[src/rtl/mem_pkg.sv]
// Shared definitions for the unified instruction/data memory controller.
package mem_pkg;

  localparam int DATA_W_DEF    = 8;
  localparam int ADDR_W_DEF    = 8;
  localparam int DBASE_RST_DEF = 128;

  // Read ports on the shared array: lane 0 serves fetch, lane 1 serves data.
  localparam int NUM_RD = 2;
  localparam int RD_I   = 0;
  localparam int RD_D   = 1;

  typedef enum logic {ST_INIT, ST_RUN} state_e;

endpackage

[src/rtl/unified_mem_ctrl_if.sv]
// Fetch port, data port and base-register bus of the unified memory controller.
interface unified_mem_ctrl_if import mem_pkg::*; #(
  parameter int DATA_W = DATA_W_DEF,
  parameter int ADDR_W = ADDR_W_DEF
);
  logic              i_req;
  logic [ADDR_W-1:0] i_addr;
  logic              i_valid;
  logic [DATA_W-1:0] i_data;
  logic              d_req;
  logic              d_we;
  logic [ADDR_W-1:0] d_addr;
  logic [DATA_W-1:0] d_wdata;
  logic              d_valid;
  logic [DATA_W-1:0] d_rdata;
  logic              d_fault;
  logic              base_we;
  logic [ADDR_W-1:0] base_wdata;
  logic [ADDR_W-1:0] base;
  logic              busy;

  modport master (
    output i_req, i_addr, d_req, d_we, d_addr, d_wdata, base_we, base_wdata,
    input  i_valid, i_data, d_valid, d_rdata, d_fault, base, busy
  );

  modport slave (
    input  i_req, i_addr, d_req, d_we, d_addr, d_wdata, base_we, base_wdata,
    output i_valid, i_data, d_valid, d_rdata, d_fault, base, busy
  );
endinterface

[src/rtl/mem_array.sv]
// Shared storage: one write port, NUM_RD registered read ports, write-first bypass.
module mem_array import mem_pkg::*; #(
  parameter int DATA_W = DATA_W_DEF,
  parameter int ADDR_W = ADDR_W_DEF,
  parameter int N_RD   = NUM_RD
) (
  input  logic                         clk,
  input  logic                         rst,
  input  logic                         we,
  input  logic [ADDR_W-1:0]            waddr,
  input  logic [DATA_W-1:0]            wdata,
  input  logic [N_RD-1:0]              re,
  input  logic [N_RD-1:0][ADDR_W-1:0]  raddr,
  output logic [N_RD-1:0][DATA_W-1:0]  rdata
);

  logic [DATA_W-1:0] mem [2**ADDR_W];

  // Array write; contents are deliberately not reset (the controller clears them).
  always_ff @(posedge clk)
    if (we) mem[waddr] <= wdata;

  for (genvar g = 0; g < N_RD; g++) begin : g_rd
    logic [DATA_W-1:0] q;

    // Read register only moves on an enabled read so data holds between requests.
    always_ff @(posedge clk or posedge rst)
      if (rst)        q <= '0;
      else if (re[g]) q <= (we && waddr == raddr[g]) ? wdata : mem[raddr[g]];

    assign rdata[g] = q;
  end

endmodule

[src/rtl/unified_mem_ctrl.sv]
// Unified von Neumann memory: fetch + data ports on one array, segment base,
// wrap-fault detection and a post-reset clear sequencer.
module unified_mem_ctrl import mem_pkg::*; #(
  parameter int DATA_W       = DATA_W_DEF,
  parameter int ADDR_W       = ADDR_W_DEF,
  parameter int DBASE_RST    = DBASE_RST_DEF,
  parameter bit CLEAR_ON_RST = 1'b1
) (
  input logic               clk,
  input logic               rst,
  unified_mem_ctrl_if.slave bus
);

  localparam logic [ADDR_W-1:0] CLR_LAST = '1;

  state_e            state;
  logic [ADDR_W-1:0] clr_cnt;
  logic [ADDR_W-1:0] base_q;
  logic              busy_q;
  logic              i_vld_q;
  logic              d_vld_q;
  logic              fault_q;

  logic [ADDR_W:0]   sum;
  logic              wrap;
  logic [ADDR_W-1:0] ea;
  logic              init;
  logic              i_acc;
  logic              d_acc;

  logic                          m_we;
  logic [ADDR_W-1:0]             m_waddr;
  logic [DATA_W-1:0]             m_wdata;
  logic [NUM_RD-1:0]             m_re;
  logic [NUM_RD-1:0][ADDR_W-1:0] m_raddr;
  logic [NUM_RD-1:0][DATA_W-1:0] m_rdata;

  // Effective address with carry out: carry means the access wrapped past the top.
  assign sum  = {1'b0, bus.d_addr} + {1'b0, base_q};
  assign wrap = sum[ADDR_W];
  assign ea   = sum[ADDR_W-1:0];

  assign init  = (state == ST_INIT);
  assign i_acc = !init && bus.i_req;
  assign d_acc = !init && bus.d_req;

  // The clear sequencer owns the write port during INIT; faulting writes are dropped.
  assign m_we    = init || (d_acc && bus.d_we && !wrap);
  assign m_waddr = init ? clr_cnt : ea;
  assign m_wdata = init ? '0 : bus.d_wdata;

  // A write also "reads" ea so the bypass returns the written data as d_rdata.
  assign m_re[RD_I]    = i_acc;
  assign m_re[RD_D]    = d_acc && !wrap;
  assign m_raddr[RD_I] = bus.i_addr;
  assign m_raddr[RD_D] = ea;

  mem_array #(.DATA_W(DATA_W), .ADDR_W(ADDR_W), .N_RD(NUM_RD)) u_array (
    .clk   (clk),
    .rst   (rst),
    .we    (m_we),
    .waddr (m_waddr),
    .wdata (m_wdata),
    .re    (m_re),
    .raddr (m_raddr),
    .rdata (m_rdata)
  );

  // FSM, clear counter, base register and response flags.
  always_ff @(posedge clk or posedge rst)
    if (rst) begin
      state   <= CLEAR_ON_RST ? ST_INIT : ST_RUN;
      busy_q  <= CLEAR_ON_RST;
      clr_cnt <= '0;
      base_q  <= ADDR_W'(DBASE_RST);
      i_vld_q <= 1'b0;
      d_vld_q <= 1'b0;
      fault_q <= 1'b0;
    end else begin
      case (state)
        ST_INIT: begin
          i_vld_q <= 1'b0;
          d_vld_q <= 1'b0;
          clr_cnt <= clr_cnt + 1'b1;
          if (clr_cnt == CLR_LAST) begin
            state  <= ST_RUN;
            busy_q <= 1'b0;
          end
        end
        default: begin
          busy_q  <= 1'b0;
          i_vld_q <= i_acc;
          d_vld_q <= d_acc;
          if (d_acc) fault_q <= wrap;
          if (bus.base_we) base_q <= bus.base_wdata;
        end
      endcase
    end

  assign bus.i_valid = i_vld_q;
  assign bus.i_data  = m_rdata[RD_I];
  assign bus.d_valid = d_vld_q;
  assign bus.d_rdata = fault_q ? '0 : m_rdata[RD_D];
  assign bus.d_fault = d_vld_q && fault_q;
  assign bus.base    = base_q;
  assign bus.busy    = busy_q;

endmodule

[src/flat_wrapper.sv]
// flat-port wrapper written by rule: the top's interface ports become plain ports
module unified_mem_ctrl_flat import mem_pkg::*;
#(
  parameter int DATA_W       = DATA_W_DEF,
  parameter int ADDR_W       = ADDR_W_DEF,
  parameter int DBASE_RST    = DBASE_RST_DEF,
  parameter bit CLEAR_ON_RST = 1'b1
)
  (clk, rst, bus_i_req, bus_i_addr, bus_d_req, bus_d_we, bus_d_addr, bus_d_wdata, bus_base_we, bus_base_wdata, bus_i_valid, bus_i_data, bus_d_valid, bus_d_rdata, bus_d_fault, bus_base, bus_busy);
  unified_mem_ctrl_if #(.DATA_W(DATA_W), .ADDR_W(ADDR_W)) bus_i ();
  input logic clk;
  input logic rst;
  input wire logic [$bits(bus_i.i_req)-1:0] bus_i_req;
  input wire logic [$bits(bus_i.i_addr)-1:0] bus_i_addr;
  input wire logic [$bits(bus_i.d_req)-1:0] bus_d_req;
  input wire logic [$bits(bus_i.d_we)-1:0] bus_d_we;
  input wire logic [$bits(bus_i.d_addr)-1:0] bus_d_addr;
  input wire logic [$bits(bus_i.d_wdata)-1:0] bus_d_wdata;
  input wire logic [$bits(bus_i.base_we)-1:0] bus_base_we;
  input wire logic [$bits(bus_i.base_wdata)-1:0] bus_base_wdata;
  output wire logic [$bits(bus_i.i_valid)-1:0] bus_i_valid;
  output wire logic [$bits(bus_i.i_data)-1:0] bus_i_data;
  output wire logic [$bits(bus_i.d_valid)-1:0] bus_d_valid;
  output wire logic [$bits(bus_i.d_rdata)-1:0] bus_d_rdata;
  output wire logic [$bits(bus_i.d_fault)-1:0] bus_d_fault;
  output wire logic [$bits(bus_i.base)-1:0] bus_base;
  output wire logic [$bits(bus_i.busy)-1:0] bus_busy;
  assign bus_i.i_req = bus_i_req;
  assign bus_i.i_addr = bus_i_addr;
  assign bus_i.d_req = bus_d_req;
  assign bus_i.d_we = bus_d_we;
  assign bus_i.d_addr = bus_d_addr;
  assign bus_i.d_wdata = bus_d_wdata;
  assign bus_i.base_we = bus_base_we;
  assign bus_i.base_wdata = bus_base_wdata;
  assign bus_i_valid = bus_i.i_valid;
  assign bus_i_data = bus_i.i_data;
  assign bus_d_valid = bus_i.d_valid;
  assign bus_d_rdata = bus_i.d_rdata;
  assign bus_d_fault = bus_i.d_fault;
  assign bus_base = bus_i.base;
  assign bus_busy = bus_i.busy;
  unified_mem_ctrl #(.DATA_W(DATA_W), .ADDR_W(ADDR_W), .DBASE_RST(DBASE_RST), .CLEAR_ON_RST(CLEAR_ON_RST)) u_core (.clk(clk), .rst(rst), .bus(bus_i));
endmodule
[config.mk]
export PLATFORM = sky130hd
export DESIGN_NAME = unified_mem_ctrl_flat
export DESIGN_NICKNAME = d
export VERILOG_FILES = /design/src/rtl/mem_pkg.sv /design/src/rtl/unified_mem_ctrl_if.sv /design/src/rtl/mem_array.sv /design/src/rtl/unified_mem_ctrl.sv /design/src/flat_wrapper.sv
export SDC_FILE = /design/constraint.sdc
export NUM_CORES = 2
export LEC_CHECK = 0
export CELL_PAD_IN_SITES_DETAIL_PLACEMENT = 0
export CELL_PAD_IN_SITES_GLOBAL_PLACEMENT = 1
export CORE_UTILIZATION = 55
export CTS_CLUSTER_DIAMETER = 150
export DETAILED_ROUTE_END_ITERATION = 7
export GPL_ROUTABILITY_DRIVEN = 0
export PLACE_DENSITY_LB_ADDON = 0.25
export SLEW_MARGIN = 25
export SYNTH_ARGS = -nofsm -noshare
export SYNTH_HDL_FRONTEND = slang
export SYNTH_SLANG_ARGS = --single-unit
[constraint.sdc]
create_clock -name clk -period 12.9 [get_ports clk]
set_clock_uncertainty 0.15 [all_clocks]
set_input_delay 2.58 -clock clk [delete_from_list [all_inputs] [get_ports clk]]
set_output_delay 2.58 -clock clk [all_outputs]
set_load 0.1 [all_outputs]
==> summary.md <==
| Metric | Value |
|---|---|
| Outcome | completed |
| CTS buffer count | 208 |
| Die Area | between 150000 and 200000 µm² |
| R2R cell count | 12 |
| Max cap viols | 0 |
| Fmax | 121 MHz |
| Syn Area/Cell | 19.3 µm² |
| Die W | 425 µm |
| WL met2 | 137000 µm |
| Syn nets | 5129 |
| Crit. End Element | register |
| Vias in the first global route | 55300 |
| First-pass GRT wire length | 428000 µm |
| CTS tree | done |
| Worst vdd ir | about 0.14 mV |
| Max-slew headroom | 22.9% |
| #FFs+latches synth | about 2100 |
| Dpl cells | around 7200 |
| Hold Crit Class | reg2reg |
| Worst setup SP type | input port |
| Post-synth EDFFs | about 2000 |
| Placeable Area | 177000 µm² |
| IO Port Bufs | 65 |
| Cell Area, Synth | a little under 100000 µm² |
| Tmin final | approximately 8.3 ns |
| Yosys warns | 0 |
| Initial antenna violation count | 12 |
| Nets | 5103 |
| Clk sinks | between 2000 and 2500 |
| Cts repair resizes | 0 |
| Hold path start | u_core.bus.busy |
| Required @ worst endpoint | about 14 ns |
| Hold-fix buffers, CTS | 0 |
| Clock insertion delay at the later pin of the skew report | 0.85 ns |
| Highest metal used | met5 |
| Critical path type | in2reg |
| FF-to-FF Start | u_core.bus.base[0] |
| Height of the die | roughly 420 µm |
| Fillers | 12200 |
| Worst slew pin tran | 1.16 ns |
| Root Driver | clkbuf_16 |
| Synth Instances | 5081 |
| RSZ-0062 raised after global routing | false |
| Non-Filler Instances | 7594 |
| Setup violators final | 0 |
| Pwr Total | between 10 and 15 mW |
| DR iter-0 viols | between 9000 and 10000 |
| Fin crit share | 64.2% |
| Pre-antenna DRT Iters | 6 |
| Lkg Pwr | 27.8 nW |
| Final WL | 306000 µm |
| CTS Buffer Depth | 3 |
| DP HPWL | 190000 µm |
| Commonest cells after routing, fill and taps aside | edfxtp_1 (2048), mux4_2 (1151), nand2_1 (357) |
| Flop2flop setup slack | 6.42 ns |
| Via density per instance | between 7 and 8 |
| WL met1 | 112000 µm |
| Vias | 57600 |
| Launch point of the worst path | bus_d_addr[0] |
| CP endpoint | u_core.u_array.g_rd[1].q[3] |
| Aggregate global-route resource usage | between 30 and 40% |
| Routed WL per cell | 40.3 µm |
| Post-CTS setup buffer count | 0 |
| Placed instance area | around 100000 µm² |
| Initial core utilization | 55.6% |
| Layout cells sized above 1 | 32.6% |
| Total gr overflow | 0 |
| Post-synth cell types | 66 |
| # DRC | 0 |
| Seq/Total Area, Yosys | between 60% and 70% |
| Slew Viols, Final | 0 |
| Largest net degree at the start of global routing | 186 |
| Final-report hold violation count | 0 |
| Setup TNS | 0 ns |
| I/O pin total | 66 |
| Routed Antenna Nets | 0 |
| Clock-pin slew on the worst setup and hold paths | 0.06 ns |
| Most used DFF post-synth | edfxtp_1 |
| Worst flop-to-flop path endpoint | u_core.u_array.g_rd[1].q[3] |
| Utilization after layout | 61.4% |
| Final instance area | between 100000 and 150000 µm² |
| Rows | 154 |
| Area grow syn2layout | 10.4% |
| Pwr dens | ~130 nW/µm² |
| Commonest non-fill, non-tap cell in the layout | edfxtp_1 |
| Worst EP arrival | 8.92 ns |
| CP max FO | 52 |
| Async S/R FF share, synth | under 10% |
| CTS HTree Levels | 4 |
| Met3 Routed Length | 41500 µm |
-- flip-flops by register name (all words and copies together), names as in the netlist --
| register | cells |
|---|---|
| u_core.bus.busy | 1 |
| u_core.state | 1 |
| u_core.bus.i_valid | 1 |
| u_core.u_array.mem | 2048 |
| u_core.bus.d_valid | 1 |
| u_core.clr_cnt | 8 |
| u_core.u_array.g_rd.q | 16 |
| u_core.bus.base | 8 |
| u_core.fault_q | 1 |
-- per-layer routing --
metal | track usage, % | up-vias
met4 | 15.3 | 18
met1 | 48.0 | 30600
met3 | 10.6 | 670
li1 | - | 21600
met2 | 49.5 | 4701
met5 | 0 | -
-- worst max-delay path: stages --
cell and delay [ns]:
clkdlybuf4s50_1 0.50, ha_4 0.15, inv_1 0.05, fa_4 1.28
buf_4 0.84, buf_4 0.78, mux4_2 0.35, nor2_1 0.05
o311ai_0 0.90, a41oi_1 0.51, a21oi_1 0.26, o21ai_0 0.27
a31oi_1 0.24
-- per-stage QoR --
step | setup WS (ns) | hold WS (ns)
floorplan | 6.06 | 0.310
global placement | 4.13 | 0.296
detailed placement | 4.12 | 0.299
CTS | 5.03 | 0.309
global route | 4.68 | 0.331
finish | 4.62 | 0.307
-- logic make-up after synthesis --
family | synth area share (%)
multiplexers | 27.6
AO/OA/AOI/OAI | 2.17
AND/OR/NAND/NOR | 4.08
adder cells (fa/ha/maj) | 0.135
flip-flops | 63.5
buffers and inverters | 2.16
XOR/XNOR | 0.260
-- Yosys cell counts (21+ instances only) --
master | n | share of area, %
edfxtp_1 | 2048 | 63
mux4_2 | 1151 | 26
nand2_1 | 373 | 1.4
nor2_1 | 321 | 1.2
clkbuf_1 | 166 | 0.63
nand3_1 | 140 | 0.71
buf_2 | 130 | 0.66
mux2i_1 | 88 | 0.90
a21oi_1 | 78 | 0.40
buf_4 | 50 | 0.38
buf_1 | 46 | 0.18
o21ai_0 | 36 | 0.18
dfrtp_1 | 35 | 0.89
mux2_2 | 32 | 0.37
o22ai_1 | 28 | 0.18
a22oi_1 | 22 | 0.17
a31oi_1 | 21 | 0.13
-- power by group --
| group | switching [mW] | internal, mW | total (mW) |
|---|---|---|---|
| clock network | 2.68 | 3.80 | 6.48 |
| logic | 0.430 | 0.217 | 0.647 |
| registers | 0 | 7.32 | 7.32 |
| total | 3.11 | 11.3 | 14.4 |
-- how the worst min path moves through the flow --
stage	to	slack, ns	cells after the start
4_1_cts	u_core.bus.busy	0.31	2
2_1_floorplan	u_core.u_array.g_rd[0].q[6]	0.31	1
6_report	u_core.bus.busy	0.31	2
3_3_place_gp	u_core.bus.busy	0.30	2
3_5_place_dp	u_core.bus.busy	0.30	2
5_1_grt	u_core.bus.busy	0.33	2
-- layout make-up --
type	count	area, µm²	share of cell area [%]
clock inverter	159	1900	1.75
tap	2340	2930	2.70
timing repair buffer	177	1780	1.64
clock buffer	238	5400	4.98
sequential	2085	62400	57.5
multi-input combinational	2568	34000	31.3
inverter	15	71.3	0.0657
antenna	12	30.0	0.0277
(Power assumes the default switching activity.)
